**config.mk**
```make
export PLATFORM = sky130hd
export DESIGN_NAME = lods_12_rebuild
export DESIGN_NICKNAME = d
export VERILOG_FILES = /design/src/rtl/lods_12_rebuild.sv
export SDC_FILE = /design/constraint.sdc
export NUM_CORES = 1
export LEC_CHECK = 0
export CAP_MARGIN = 10
export CORE_MARGIN = 4
export CORE_UTILIZATION = 45
export DETAILED_ROUTE_END_ITERATION = 7
export GPL_TIMING_DRIVEN = 0
export PLACE_DENSITY = 0.73
export REMOVE_ABC_BUFFERS = 1
export SYNTH_ARGS = -nofsm -noshare
export SYNTH_HDL_FRONTEND = slang
export SYNTH_SLANG_ARGS = --single-unit
```
**constraint.sdc**
```tcl
create_clock -name clk -period 1.4 [get_ports clk]
set_input_delay 0.28 -clock clk [delete_from_list [all_inputs] [get_ports clk]]
set_output_delay 0.28 -clock clk [all_outputs]
set_load 0.005 [all_outputs]
```
**src/rtl/lods_12_rebuild.sv**
```systemverilog
// Rebuilds a 12-bit word from a frame of leading-one positions, counting distinct
// set bits and flagging protocol violations (illegal, misplaced-empty or out-of-order beats).
module lods_12_rebuild #(
  parameter int CHECK_ORDER = 1
) (
  input  logic        clk,
  input  logic        rst_n,
  input  logic        in_valid,
  output logic        in_ready,
  input  logic [3:0]  in_pos,
  input  logic        in_last,
  output logic        out_valid,
  input  logic        out_ready,
  output logic [11:0] out_word,
  output logic [3:0]  out_count,
  output logic        out_err
);

  typedef enum logic [1:0] {
    IDLE  = 2'd0,
    ACCUM = 2'd1,
    DONE  = 2'd2
  } state_t;

  state_t      state, state_nxt;
  logic [11:0] acc;
  logic [3:0]  cnt;
  logic        err;
  logic [3:0]  last_pos;
  logic        last_vld;

  logic        accept;
  logic        first_beat;
  logic        pos_legal;
  logic        pos_empty_ok;
  logic        order_bad;
  logic        beat_err;
  logic [11:0] bit_mask;
  logic        release_frame;

  assign in_ready      = (state != DONE);
  assign out_valid     = (state == DONE);
  assign accept        = in_valid && in_ready;
  assign first_beat    = (state == IDLE);
  assign release_frame = (state == DONE) && out_ready;

  // Outputs are forced to zero outside DONE so a consumer never sees a partial frame.
  assign out_word  = out_valid ? acc : 12'h000;
  assign out_count = out_valid ? cnt : 4'd0;
  assign out_err   = out_valid ? err : 1'b0;

  // NOTE: every always_comb output gets a default first so no path leaves it unassigned (no latch).
  always_comb begin
    state_nxt = state;
    case (state)
      IDLE:    if (accept) state_nxt = in_last ? DONE : ACCUM;
      ACCUM:   if (accept && in_last) state_nxt = DONE;
      DONE:    if (out_ready) state_nxt = IDLE;
      default: state_nxt = IDLE;
    endcase
  end

  always_comb begin
    pos_legal    = (in_pos <= 4'd11);
    pos_empty_ok = (in_pos == 4'hF) && first_beat && in_last;
    bit_mask     = 12'h000;
    if (pos_legal) bit_mask = 12'h001 << in_pos;
    // Order is judged only against a previously stored legal position.
    order_bad    = (CHECK_ORDER != 0) && pos_legal && !first_beat && last_vld &&
                   (in_pos >= last_pos);
    beat_err     = (!pos_legal && !pos_empty_ok) || order_bad;
  end

  // NOTE: sequential state uses non-blocking assignments so all registers update together at the edge.
  always_ff @(posedge clk) begin
    if (!rst_n) begin
      state <= IDLE;
    end else begin
      state <= state_nxt;
    end
  end

  always_ff @(posedge clk) begin
    if (!rst_n || release_frame) begin
      acc      <= 12'h000;
      cnt      <= 4'd0;
      err      <= 1'b0;
      last_pos <= 4'd0;
      last_vld <= 1'b0;
    end else if (accept) begin
      if (pos_legal) begin
        acc      <= acc | bit_mask;
        last_pos <= in_pos;
        last_vld <= 1'b1;
        if ((acc & bit_mask) == 12'h000) cnt <= cnt + 4'd1;
      end
      if (beat_err) err <= 1'b1;
    end
  end

endmodule

```
==> results of run 1 <==
[power by group through the flow]
| stage | Combinational [mW] | Sequential (mW) | Clock [mW] |
|---|---|---|---|
| 3_3_place_gp | 0.198 | 0.746 | 0 |
| 2_1_floorplan | 0.120 | 0.742 | 0 |
| 3_5_place_dp | 0.205 | 0.748 | 0 |
| 5_1_grt | 0.395 | 0.737 | 0.422 |
| 4_1_cts | 0.299 | 0.731 | 0.384 |
| 6_report | 0.366 | 0.733 | 0.375 |
[worst max path at each step]
stage | slack (ps) | cells after the start | to
2_1_floorplan | -70 | 6 | cnt[2]
3_3_place_gp | -1000 | 6 | cnt[2]
3_5_place_dp | -1040 | 6 | cnt[2]
4_1_cts | -300 | 6 | out_word[2]
5_1_grt | -350 | 6 | out_word[0]
6_report | -280 | 6 | out_word[0]
[cells in the mapped netlist, types with 2 or more instances]
| master | n | share of area |
|---|---|---|
| ha_1 | 5 | 0.048 |
| a31oi_1 | 6 | 0.029 |
| buf_4 | 3 | 0.017 |
| nand2_1 | 13 | 0.037 |
| o211ai_1 | 3 | 0.017 |
| inv_1 | 6 | 0.017 |
| buf_2 | 3 | 0.012 |
| nor2_1 | 22 | 0.063 |
| nand3_1 | 2 | 0.0077 |
| dfxtp_1 | 24 | 0.37 |
| mux2i_1 | 6 | 0.046 |
| and2_1 | 18 | 0.086 |
| nor3_1 | 2 | 0.0077 |
| a21oi_1 | 14 | 0.054 |
| nand2b_1 | 4 | 0.019 |
| o22ai_1 | 2 | 0.0096 |
| o21ai_1 | 2 | 0.0077 |
[cell families after synthesis]
kind of cell	after synthesis	synth area share
mux	6	0.04602
buf+inv	14	0.05176
fa+ha+maj	5	0.04794
simple gates	71	0.2905
compound gates	36	0.1956
flops	24	0.3682
[area by class of cell]
class,instances,area (um^2)
well taps,31,38.79
clock buffers,4,36.28
repair inverters,3,23.77
fillers,196,674.4
inverters,7,33.78
repair buffers,52,529.3
flip-flops and latches,24,489.2
multi-input cells,119,932.1
[flip-flops by register name, indices dropped and copies added, names as in the netlist]
register,flops
acc,12
cnt,4
err,1
last_pos,4
last_vld,1
state,2
[routing by layer]
metal | wire [um] | up-vias | global-route usage
li1 | - | 651 | -
met1 | 1662 | 653 | 0.2425
met2 | 2008 | 36 | 0.3513
met3 | 176 | 12 | 0.04339
met4 | 124 | 0 | 0.1212
met5 | 0 | - | 0
[metrics by stage]
step	hold WS, ps	util	setup WS [ps]
6_report	340.1	0.7554	-281.2
5_1_grt	366.9	0.7554	-354.8
4_1_cts	327.0	0.6851	-297.5
3_5_place_dp	452.7	0.5703	-1039
3_3_place_gp	441.6	0.5703	-1003
2_1_floorplan	401.7	-	-73.72
[critical path, stage by stage, from the launching register on]
cell and delay (ps):
dfxtp_4 360, nand2b_4 170, buf_4 160, inv_4 80, buf_6 100, and2_4 130, buf_6 80
[what timing repair did]
action,4_1_cts,5_1_grt
endpoints found under the hold margin,0,0
gates resized for setup,138,36
pin swaps,14,18
cloned,4,1
setup buffers,18,9
setup endpoints to repair,41,41
==> metrics.md, run 1 <==
| Metric | Value |
|---|---|
| Sequential share of power | `0.497` |
| First DRT Iteration DRCs | `approximately 50` |
| Hold_buf cts | `0` |
| Reg-to-Reg Start | `state[0]` |
| WL/cell | `roughly 17 um` |
| Crit end category | `output port` |
| P&R area growth vs syn | `59.64%` |
| Slew Viols, Final | `0` |
| Post-synth EDFFs | `0` |
| Commonest non-fill, non-tap cell in the layout | `buf_6` |
| Starting Density | `0.4732` |
| Core area | `between 0.002 and 0.003 mm^2` |
| Final Instance Count excl. Fillers | `240` |
| Sw Ratio | `0.2885` |
| Measured slew at the worst slew-check pin | `roughly 400 ps` |
| CP Class | `register to output port` |
| Hold path endpoint | `acc[7]` |
| CTS clk-pin slew, worst paths | `roughly 130 ps` |
| Worst vdd ir | `0.0008085 V` |
| Internal power | `1.049 mW` |
| CP Max Fanout | `5` |
| CTS Root Cell | `clkbuf_4` |
| Initial antenna violation count | `0` |
| CP startpoint kind | `register` |
| Post-DP HPWL | `approximately 2100 um` |
| Commonest cells after routing, fill and taps aside | `buf_6 (28), dfxtp_1 (21), nor2_1 (20)` |
| Worst R2R Setup Slack | `-240 ps` |
| Syn Area/Cell | `8.365 um^2` |
| Clock power frac | `0.254` |
| Setup Viol. Count Final | `37` |
| Prevailing post-synth register cell | `dfxtp_1` |
| CTS H-tree lvls | `1` |
| Leakage | `a little over 0.9 nW` |
| DRT antenna net count | `0` |
| Final period util | `1.201` |
| Yosys cell types | `38` |
| Vias/cell | `about 5.6` |
| Post-synth ARST share | `0` |
| DP Cell Count | `between 200 and 250` |
| Ant. Diodes | `0` |
| TNS Setup | `-6571 ps` |
| Total grt overflow | `0` |
| Pwr dens | `707.4 mW/mm^2` |
| Hold Crit Start | `in_pos[0]` |
| Cells after Synth | `roughly 160` |
| Insertion delay to the later sink of the worst-skew pair | `approximately 320 ps` |
| Status | `complete, but fails checks` |
| GPL Wtd Cong | `around 0.79` |
| Global Route Usage Sum | `0.2082` |
| Achievable Freq | `between 0.5 and 0.6 GHz` |
| DRC Markers | `0` |
| Placed Area | `0.001573 mm^2` |
| Final WL | `roughly 4000 um` |
| Die area | `0.003825 mm^2` |
| Synth warn | `0` |
| Die W | `about 62 um` |
| Final nets | `224` |
| First-pass GRT wire length | `5802 um` |
| #FFs+latches synth | `24` |
| Die height | `~60 um` |
| CP startpoint | `state[0]` |
| Reg2reg path depth | `7` |
| Fin worst setup slack | `-281.2 ps` |
| Mapped cell area | `0.001305 mm^2` |
| Layout cell share with drive strength beyond 1 | `0.4641` |
| Critical R2R Capture | `cnt[2]` |
| I/O Buffers | `27` |
| Hold Path Depth | `3` |
| Seq/Total Area, Yosys | `0.3682` |
| Final clock skew | `about 4.0 ps` |
| Pwr Total | `about 1.5 mW` |
| # rows | `19` |
| Vias in the first global route | `1325` |
| CTS tree | `built` |
| Io pins | `28` |
| Net Sw Power | `~0.43 mW` |
| Detailed-router iteration count before antenna repair | `4` |
| Relative slew slack | `0.7349` |
| Total CTS buffers | `3` |
| Final Hold Fails | `0` |
| WP data arrival | `between 1000 and 1500 ps` |
| RSZ-0062 raised after global routing | `yes` |
| Largest net degree at the start of global routing | `19` |
| CTS max path bufs | `2` |
| Max Cap Violations | `0` |
| CP required | `~1100 ps` |
| Failing checks | `setup timing` |
| Vias | `around 1400` |
| Fin area | `between 0.002 and 0.0025 mm^2` |
| Post-layout min period | `between 1500 and 2000 ps` |
| Logic pwr share | `0.248` |
| Hold Path Class | `input port to register` |
| Clock sink total | `24` |
Power figures use the tool's default switching activity.
==> run 2: changes to the inputs <==
--- a/config.mk
+++ b/config.mk
@@ -10,7 +10,7 @@
 export CORE_UTILIZATION = 45
 export DETAILED_ROUTE_END_ITERATION = 7
 export GPL_TIMING_DRIVEN = 0
-export PLACE_DENSITY = 0.73
+export PLACE_DENSITY = 0.84
 export REMOVE_ABC_BUFFERS = 1
 export SYNTH_ARGS = -nofsm -noshare
 export SYNTH_HDL_FRONTEND = slang
==> run 2 against run 1 <==
Sequential power about the same. Routed wire length rose by 11%. Register-to-register slack got worse by 90 ps. Non-clock buffer count rose by 3. Combinational power up 4%. Power rose by 2.7%. The flow still finishes with violations (setup timing). Die area unchanged. Sequential share of layout area shrank 0.35 points. Final cell count rose by 1.3%. Flip-flop and latch count stayed put. Largest power group unchanged. Core utilization is 0.95 points higher.
==> metrics.md, run 2 (synthesis results as in run 1) <==
| Metric | Value |
|---|---|
| Vias/cell | `5.757` |
| Top Registers | `acc (12), cnt (4), last_pos (4)` |
| WL/cell | `between 15 and 20 um` |
| Layout cell share with drive strength beyond 1 | `0.4575` |
| DRC Markers | `0` |
| Initial antenna violation count | `0` |
| Achievable Freq | `0.5788 GHz` |
| Core area | `roughly 0.0028 mm^2` |
| Slew Viols, Final | `0` |
| CP startpoint kind | `register` |
| Final clock skew | `about 7.9 ps` |
| Global Route Usage Sum | `0.2168` |
| Post-layout min period | `1728 ps` |
| # rows | `19` |
| CP Class | `register to register` |
| Final period util | `1.234` |
| TNS Setup | `-7289 ps` |
| First-pass GRT wire length | `approximately 6100 um` |
| CP required | `roughly 1600 ps` |
| Total grt overflow | `0` |
| I/O Buffers | `27` |
| P&R area growth vs syn | `61.65%` |
| Largest delay share family, worst path | `compound AO/OA/AOI/OAI gates` |
| DP Cell Count | `between 200 and 250` |
| CTS clk-pin slew, worst paths | `roughly 150 ps` |
| Relative slew slack | `0.6752` |
| Crit path cell chain | `nand2b_4 -> buf_4 -> nand3_4 -> a311oi_4 -> a31oi_1 -> a41o_1` |
| First DRT Iteration DRCs | `73` |
| Final Instance Count excl. Fillers | `243` |
| Die area | `around 0.0038 mm^2` |
| Measured slew at the worst slew-check pin | `between 400 and 500 ps` |
| Starting Density | `0.4732` |
| DRT antenna net count | `0` |
| Io pins | `28` |
| CTS tree | `built` |
| Pwr dens | `717.2 mW/mm^2` |
| Hold Path Class | `input port to register` |
| Final nets | `roughly 230` |
| Setup Viol. Count Final | `between 40 and 50` |
| Final WL | `roughly 4400 um` |
| CP Max Fanout | `6` |
| Leakage | `approximately 0.93 nW` |
| Clock sink total | `24` |
| CTS H-tree lvls | `1` |
| Vias | `approximately 1400` |
| Die W | `61.85 um` |
| Largest reg by FF count | `acc` |
| Detailed-router iteration count before antenna repair | `4` |
| Largest stage delay, worst path | `~430 ps` |
| Worst vdd ir | `about 0.00059 V` |
| CP max-delay cell | `a311oi_4` |
| Hold_buf cts | `0` |
| Status | `complete, but fails checks` |
| Pwr Total | `1.513 mW` |
| Post-DP HPWL | `approximately 2100 um` |
| Crit end category | `register` |
| Final Hold Fails | `0` |
| Vias in the first global route | `approximately 1200` |
| Ant. Diodes | `0` |
| Buf+Inv Stages, Crit Path | `1` |
| Commonest cells after routing, fill and taps aside | `buf_6 (26), dfxtp_1 (22), nor2_1 (18)` |
| Max Cap Violations | `0` |
| Max reg flops | `12` |
| Largest net degree at the start of global routing | `19` |
| Placed Area | `0.001573 mm^2` |
| Fin area | `0.002110 mm^2` |
| Commonest non-fill, non-tap cell in the layout | `buf_6` |
| GPL Wtd Cong | `around 0.77` |
| CTS max path bufs | `2` |
| RSZ-0062 raised after global routing | `yes` |
| Insertion delay to the later sink of the worst-skew pair | `roughly 340 ps` |
| CTS Root Cell | `clkbuf_4` |
| Total CTS buffers | `3` |
| Fin worst setup slack | `-327.7 ps` |
| WP data arrival | `between 1500 and 2000 ps` |
| Failing checks | `setup timing` |
| Die height | `61.85 um` |
-- run 2: per-layer routing --
| layer | up-vias | GRT usage | share of wire | wire [um] |
|---|---|---|---|---|
| met5 | - | 0 | 0 | 0 |
| met4 | 0 | 0.05758 | 0.021 | 91 |
| met3 | 11 | 0.04132 | 0.051 | 222 |
| met2 | 51 | 0.3677 | 0.52 | 2300 |
| met1 | 677 | 0.2818 | 0.40 | 1776 |
| li1 | 660 | - | - | - |
-- run 2: path summary, 6_finish.rpt --
kind,slack [ps],depth (start not counted),to,from
max,-330,6,cnt[2],state[0]
min,310,3,acc[7],in_pos[0]
min reg2reg,500,1,state[0],state[1]
max reg2reg,-330,6,cnt[2],state[0]
-- run 2: final cells by class --
| cell class | count | area, um^2 |
|---|---|---|
| Timing Repair Buffer | 55 | 541.8 |
| Sequential cell | 24 | 488.0 |
| Inverter | 7 | 33.78 |
| Tap cell | 31 | 38.79 |
| Fill cell | 198 | 648.1 |
| Multi-Input combinational cell | 119 | 942.2 |
| Timing Repair inverter | 3 | 28.78 |
| Clock buffer | 4 | 36.28 |
-- run 2: worst register-to-register path, cell delays in order, from the launching register on --
cell	delay [ps]
dfxtp_4	380
nand2b_4	190
buf_4	150
nand3_4	110
a311oi_4	430
a31oi_1	150
a41o_1	230
-- run 2: timing repair --
action | in CTS | in global routing
setup buffers | 16 | 12
cloned | 3 | 1
pin swaps | 14 | 11
setup endpoints to repair | 41 | 41
resized for setup | 141 | 31
-- run 2: where the power goes --
part	switching [mW]	internal [mW]
logic	0.196	0.186
registers	0.0248	0.709
clock network	0.237	0.160
-- run 2: stage by stage --
step           worst slack, ps  hold WS, ps  utilization
2_1_floorplan           -73.72        401.7            -
3_3_place_gp             -1006        439.8       0.5703
3_5_place_dp             -1086        447.0       0.5703
4_1_cts                 -309.5        317.8       0.6878
5_1_grt                 -421.7        347.2       0.7650
6_report                -327.7        313.8       0.7650
